**config.mk**
```make
export PLATFORM = sky130hd
export DESIGN_NAME = afifo_rd_engine_flat
export DESIGN_NICKNAME = d
export VERILOG_FILES = /design/src/rtl/afifo_rd_engine_if.sv /design/src/rtl/afifo_rd_engine.sv /design/src/flat_wrapper.sv
export SDC_FILE = /design/constraint.sdc
export NUM_CORES = 1
export LEC_CHECK = 0
export CORE_MARGIN = 2
export CORE_UTILIZATION = 49
export CTS_CLUSTER_DIAMETER = 80
export CTS_CLUSTER_SIZE = 25
export DETAILED_ROUTE_END_ITERATION = 12
export MAX_ROUTING_LAYER = met4
export PLACE_DENSITY = 0.79
export SKIP_LAST_GASP = 1
export SLEW_MARGIN = 20
export SYNTH_ARGS = -nofsm -noshare
export SYNTH_HDL_FRONTEND = slang
export SYNTH_SLANG_ARGS = --single-unit
```
**constraint.sdc**
```tcl
create_clock -name rclk_i -period 2.7 [get_ports rclk_i]
set_clock_uncertainty 0.2 [all_clocks]
set_input_delay 0.405 -clock rclk_i [delete_from_list [all_inputs] [get_ports rclk_i]]
set_output_delay 0.405 -clock rclk_i [all_outputs]
set_load 0.05 [all_outputs]
```
**src/rtl/afifo_rd_engine_if.sv**
```systemverilog
// ============================================================================
//  Module      : afifo_rd_engine_if
//  Description : Bundle of the read-engine command, FIFO read-port, output
//                stream and status signals. The engine uses the slave view;
//                whoever drives it uses the master view.
//  Revision    : 1.0 - initial release
// ============================================================================
`default_nettype none

interface afifo_rd_engine_if #(
  parameter int DATA_WIDTH = 32,
  parameter int ADDR_WIDTH = 8
) ();

  logic                  rd_req;
  logic [ADDR_WIDTH:0]   rd_len;
  logic                  rempty;
  logic [DATA_WIDTH-1:0] rdata;
  logic                  rinc;
  logic [DATA_WIDTH-1:0] out_data;
  logic                  out_valid;
  logic                  out_ready;
  logic                  busy;
  logic                  done;
  logic                  err;
  logic [15:0]           null_cnt;

  modport slave (
    input  rd_req, rd_len, rempty, rdata, out_ready,
    output rinc, out_data, out_valid, busy, done, err, null_cnt
  );

  modport master (
    output rd_req, rd_len, rempty, rdata, out_ready,
    input  rinc, out_data, out_valid, busy, done, err, null_cnt
  );

endinterface

`default_nettype wire

```
**src/rtl/afifo_rd_engine.sv**
```systemverilog
// ============================================================================
//  Module      : afifo_rd_engine
//  Description : Read-side burst controller for the async FIFO. Pops a
//                commanded number of words (show-ahead read port), presents
//                them on a registered valid/ready output, counts empty read
//                cycles and aborts the burst after a stall timeout.
//  Revision    : 1.0 - initial release
// ============================================================================
`default_nettype none

module afifo_rd_engine #(
  parameter int DATA_WIDTH = 32,
  parameter int ADDR_WIDTH = 8,
  parameter int TIMEOUT    = 1000
) (
  input  logic                   rclk_i,
  input  logic                   rrst_n_i,
  afifo_rd_engine_if.slave       bus
);

  localparam logic [1:0] S_IDLE  = 2'd0;
  localparam logic [1:0] S_RUN   = 2'd1;
  localparam logic [1:0] S_DRAIN = 2'd2;
  localparam logic [1:0] S_DONE  = 2'd3;

  localparam int LEN_W   = ADDR_WIDTH + 1;
  localparam int STALL_W = (TIMEOUT > 1) ? $clog2(TIMEOUT + 1) : 1;
  localparam logic [STALL_W-1:0] STALL_LIMIT = STALL_W'(TIMEOUT);

  logic [1:0]            state_q,     state_d;
  logic [LEN_W-1:0]      remaining_q, remaining_d;
  logic [STALL_W-1:0]    stall_q,     stall_d;
  logic [15:0]           null_cnt_q,  null_cnt_d;
  logic [DATA_WIDTH-1:0] out_data_q,  out_data_d;
  logic                  out_valid_q, out_valid_d;
  logic                  err_q,       err_d;

  logic w_slot_free;
  logic w_pop;
  logic w_accept;
  logic w_empty_cyc;

  // Pop strobe and per-cycle qualifiers; a pop only happens when the output
  // register can take the word on the same edge.
  always_comb begin
    w_slot_free = !out_valid_q || bus.out_ready;
    w_accept    = out_valid_q && bus.out_ready;
    w_pop       = (state_q == S_RUN) && !bus.rempty &&
                  (remaining_q != '0) && w_slot_free;
    w_empty_cyc = (state_q == S_RUN) && bus.rempty && w_slot_free;
  end

  // Next-state logic for the burst FSM, counters and output register.
  always_comb begin
    state_d     = state_q;
    remaining_d = remaining_q;
    stall_d     = stall_q;
    null_cnt_d  = null_cnt_q;
    out_data_d  = out_data_q;
    out_valid_d = out_valid_q;
    err_d       = err_q;

    // Pop takes priority so pop+accept on one edge keeps valid high.
    if (w_pop) begin
      out_data_d  = bus.rdata;
      out_valid_d = 1'b1;
    end else if (w_accept) begin
      out_valid_d = 1'b0;
    end

    case (state_q)
      S_IDLE: begin
        if (bus.rd_req) begin
          err_d = 1'b0;
          if (bus.rd_len != '0) begin
            remaining_d = bus.rd_len;
            null_cnt_d  = 16'd0;
            stall_d     = '0;
            state_d     = S_RUN;
          end else begin
            state_d = S_DONE;
          end
        end
      end
      S_RUN: begin
        if (w_pop) begin
          remaining_d = remaining_q - LEN_W'(1);
          stall_d     = '0;
          if (remaining_q == LEN_W'(1)) begin
            state_d = S_DRAIN;
          end
        end else if (w_empty_cyc) begin
          if (null_cnt_q != 16'hFFFF) begin
            null_cnt_d = null_cnt_q + 16'd1;
          end
          if (TIMEOUT != 0) begin
            stall_d = stall_q + STALL_W'(1);
            if ((stall_q + STALL_W'(1)) == STALL_LIMIT) begin
              err_d   = 1'b1;
              state_d = S_DRAIN;
            end
          end
        end
      end
      S_DRAIN: begin
        if (!out_valid_q || bus.out_ready) begin
          state_d = S_DONE;
        end
      end
      S_DONE: begin
        state_d = S_IDLE;
      end
      default: begin
        state_d = S_IDLE;
      end
    endcase
  end

  // State registers; reset leaves any unpopped words in the FIFO.
  always_ff @(posedge rclk_i or negedge rrst_n_i) begin
    if (!rrst_n_i) begin
      state_q     <= S_IDLE;
      remaining_q <= '0;
      stall_q     <= '0;
      null_cnt_q  <= 16'd0;
      out_data_q  <= '0;
      out_valid_q <= 1'b0;
      err_q       <= 1'b0;
    end else begin
      state_q     <= state_d;
      remaining_q <= remaining_d;
      stall_q     <= stall_d;
      null_cnt_q  <= null_cnt_d;
      out_data_q  <= out_data_d;
      out_valid_q <= out_valid_d;
      err_q       <= err_d;
    end
  end

  assign bus.rinc      = w_pop;
  assign bus.out_data  = out_data_q;
  assign bus.out_valid = out_valid_q;
  assign bus.busy      = (state_q != S_IDLE);
  assign bus.done      = (state_q == S_DONE);
  assign bus.err       = err_q;
  assign bus.null_cnt  = null_cnt_q;

endmodule

`default_nettype wire

```
**src/flat_wrapper.sv**
```systemverilog
// flat-port wrapper written by rule: the top's interface ports become plain ports
module afifo_rd_engine_flat 
#(
  parameter int DATA_WIDTH = 32,
  parameter int ADDR_WIDTH = 8,
  parameter int TIMEOUT    = 1000
)
  (rclk_i, rrst_n_i, bus_rd_req, bus_rd_len, bus_rempty, bus_rdata, bus_out_ready, bus_rinc, bus_out_data, bus_out_valid, bus_busy, bus_done, bus_err, bus_null_cnt);
  afifo_rd_engine_if #(.DATA_WIDTH(DATA_WIDTH), .ADDR_WIDTH(ADDR_WIDTH)) bus_i ();
  input  logic rclk_i;
  input  logic rrst_n_i;
  input wire logic [$bits(bus_i.rd_req)-1:0] bus_rd_req;
  input wire logic [$bits(bus_i.rd_len)-1:0] bus_rd_len;
  input wire logic [$bits(bus_i.rempty)-1:0] bus_rempty;
  input wire logic [$bits(bus_i.rdata)-1:0] bus_rdata;
  input wire logic [$bits(bus_i.out_ready)-1:0] bus_out_ready;
  output wire logic [$bits(bus_i.rinc)-1:0] bus_rinc;
  output wire logic [$bits(bus_i.out_data)-1:0] bus_out_data;
  output wire logic [$bits(bus_i.out_valid)-1:0] bus_out_valid;
  output wire logic [$bits(bus_i.busy)-1:0] bus_busy;
  output wire logic [$bits(bus_i.done)-1:0] bus_done;
  output wire logic [$bits(bus_i.err)-1:0] bus_err;
  output wire logic [$bits(bus_i.null_cnt)-1:0] bus_null_cnt;
  assign bus_i.rd_req = bus_rd_req;
  assign bus_i.rd_len = bus_rd_len;
  assign bus_i.rempty = bus_rempty;
  assign bus_i.rdata = bus_rdata;
  assign bus_i.out_ready = bus_out_ready;
  assign bus_rinc = bus_i.rinc;
  assign bus_out_data = bus_i.out_data;
  assign bus_out_valid = bus_i.out_valid;
  assign bus_busy = bus_i.busy;
  assign bus_done = bus_i.done;
  assign bus_err = bus_i.err;
  assign bus_null_cnt = bus_i.null_cnt;
  afifo_rd_engine #(.DATA_WIDTH(DATA_WIDTH), .ADDR_WIDTH(ADDR_WIDTH), .TIMEOUT(TIMEOUT)) u_core (.rclk_i(rclk_i), .rrst_n_i(rrst_n_i), .bus(bus_i));
endmodule
```
==> results.json <==
{
  "r2r_slack_ps": 200,
  "ys_types": 48,
  "worstPathArrival_ps": 1980,
  "initial_core_util": 0.505,
  "max_freq_mhz": 386,
  "syn_area_um2": 3660,
  "gp_congestion": 0.888,
  "synth_nets": 475,
  "cts_made_buffers": 9,
  "synth_area_leaders": "dfrtp_1, nand2_1, ha_1, o21ai_0, o31ai_1",
  "nets": 577,
  "endpoint": "bus_rinc",
  "critPathLaunch": "u_core.remaining_q[4]",
  "grt_overflow": 0,
  "fill_cells": 579,
  "synth_warnings": 0,
  "design_area_um2": 5010,
  "p_leak_nw": 2.19,
  "cts_tree": "done",
  "hold_class": "reg2reg",
  "path_max_fanout": 6,
  "track_usage": 0.249,
  "dr.pass1.iters": 4,
  "min_period_over_period": 0.959,
  "grt_pass1_vias": 3400,
  "coreArea_um2": 7250,
  "clk_latency_ps": 350,
  "synth_top_area_frac": 0.485,
  "cts.sink_count": 71,
  "grt_max_degree": 45,
  "rr_startpoint": "u_core.state_q[0]",
  "viasPerCell": 5.50,
  "detail_route.iter0.violations": 189,
  "die_area_um2": 8180,
  "synth.most_common_cell": "nand2_1",
  "fp.dieW_um": 90.5,
  "cellPowerDensity_nw_per_um2": 1120,
  "place_area_um2": 4790,
  "fin_hold_ws_ps": 278,
  "total_power_w": 0.00560,
  "reg2reg_depth": 8,
  "post_cts_buffers": 0,
  "synth_edf_count": 0,
  "worst_pin_slew_ps": 682,
  "slew-limit-headroom": 0.545,
  "drv_slew": 0,
  "finalSetupViolCount": 0,
  "max_cap_violations": 0,
  "synthesis.instances": 419,
  "avgSynthCellArea_um2": 8.74,
  "r2r_end": "u_core.bus.null_cnt[15]",
  "max-vdd-ir-drop_mv": 0.845,
  "antenna_found_initial": 0,
  "synthArstFlopShare": 1.00,
  "ys_seq_elements": 71,
  "vias": 3436,
  "clkTransAtPathRegs_ps": 80,
  "critPathLaunchType": "register",
  "routedWlPerCell_um": 15.0,
  "synthToLayoutAreaGrowth_pct": 36.9,
  "dp_hpwl_um": 6550,
  "rows": 31,
  "synth_common_cells": "nand2_1, dfrtp_1, o21ai_0",
  "dieHeight_um": 90.5,
  "period_minus_slack_ps": 2590,
  "end_kind": "primary output",
  "path_class": "reg2out",
  "htree_levels": 3,
  "grt_pass1_wl_um": 16100,
  "io_buffers": 98,
  "synth_seq_area_share": 0.485,
  "setup_slack_ps": 110,
  "drive_above_1_share": 0.0798,
  "status": "finished, final reports clean",
  "rsz0062_at_grt": "true",
  "clk_path_buf_depth": 2,
  "place_ws_ps": 178,
  "ant_nets": 0,
  "cp.required_ps": 2100,
  "hold_viol": 0,
  "drc": 0,
  "diodes": 0,
  "synth_top_flop_cell": "dfrtp_1",
  "yosysTopAreaCell": "dfrtp_1",
  "cts-root-buf": "clkbuf_8",
  "wirelength_um": 9350,
  "ioPinCount": 99
}
[report_power, final]
group | switching [W] | internal (W) | leakage [nW]
combinational | 0.00200 | 0.00104 | 1.18
sequential | 0.000265 | 0.00141 | 0.915
clock | 0.000425 | 0.000456 | 0.103
[worst min-delay path by stage]
stage                             from  slack [ps]                       to  cells past startpoint
6_report       u_core.bus.out_data[14]         280  u_core.bus.out_data[14]                      2
5_1_grt        u_core.bus.out_data[16]         310  u_core.bus.out_data[16]                      2
4_1_cts        u_core.bus.out_data[12]         280  u_core.bus.out_data[12]                      2
3_5_place_dp   u_core.bus.out_data[12]         260  u_core.bus.out_data[12]                      2
3_3_place_gp   u_core.bus.out_data[14]         260  u_core.bus.out_data[14]                      2
2_1_floorplan                 rrst_n_i         -90           u_core.bus.err                      0
[layer usage]
layer,up-vias,GRT usage,wire [µm]
li1,1669,-,-
met1,1633,0.330,4290
met2,117,0.366,4190
met3,17,0.0701,691
met4,0,0.0936,182
met5,-,-,0
[through the flow]
step,utilization,TNS [ps],std cells
after CTS,0.690,0,625
after global placement,0.660,0,608
after floorplan,-,0,419
final,0.691,0,625
after detailed placement,0.660,0,608
after global routing,0.691,-8.10,625
[cell families after synthesis]
group | after synthesis | share of synthesized area
multiplexers | 3 | 0.00956
AO/OA/AOI/OAI | 99 | 0.175
AND/OR/NAND/NOR | 207 | 0.264
buffers and inverters | 29 | 0.0328
adder cells (fa/ha/maj) | 10 | 0.0342
flip-flops | 71 | 0.485
[state kept, by name (all words and copies together) (netlist names)]
register and cells:
u_core.bus.err 1, u_core.bus.null_cnt 16, u_core.bus.out_data 32, u_core.bus.out_valid 1
u_core.remaining_q 9, u_core.stall_q 10, u_core.state_q 2
[layout make-up]
class	count	area, µm²	area share
clock buffer	10	138	0.0275
clock inverter	6	68.8	0.0137
inverter	10	37.5	0.00749
multi-input combinational	319	1780	0.354
sequential	71	1780	0.354
tap	99	124	0.0247
timing repair buffer	110	1090	0.218
[placed cells by master, fill, tap and decap left out, types with 14 or more instances in the layout]
cell	instances
a21oi_1	15
o31ai_1	14
dfrtp_1	71
o21ai_0	24
clkdlybuf4s50_1	95
nand2_1	122
o21ai_1	15
nor2_1	22
nand3_1	14
[critical path, stage by stage, from the launching register on]
cell     delay (ps)
dfrtp_1         470
nor4_4          360
and4b_1         310
or2_1           250
inv_2            90
buf_12          150
[repair_timing]
action,4_1_cts,5_1_grt
hold buffers,1,0
endpoints found under the setup margin,0,2
hold endpoints to repair,27,0
resized for setup,0,2
Power figures use the tool's default switching activity.
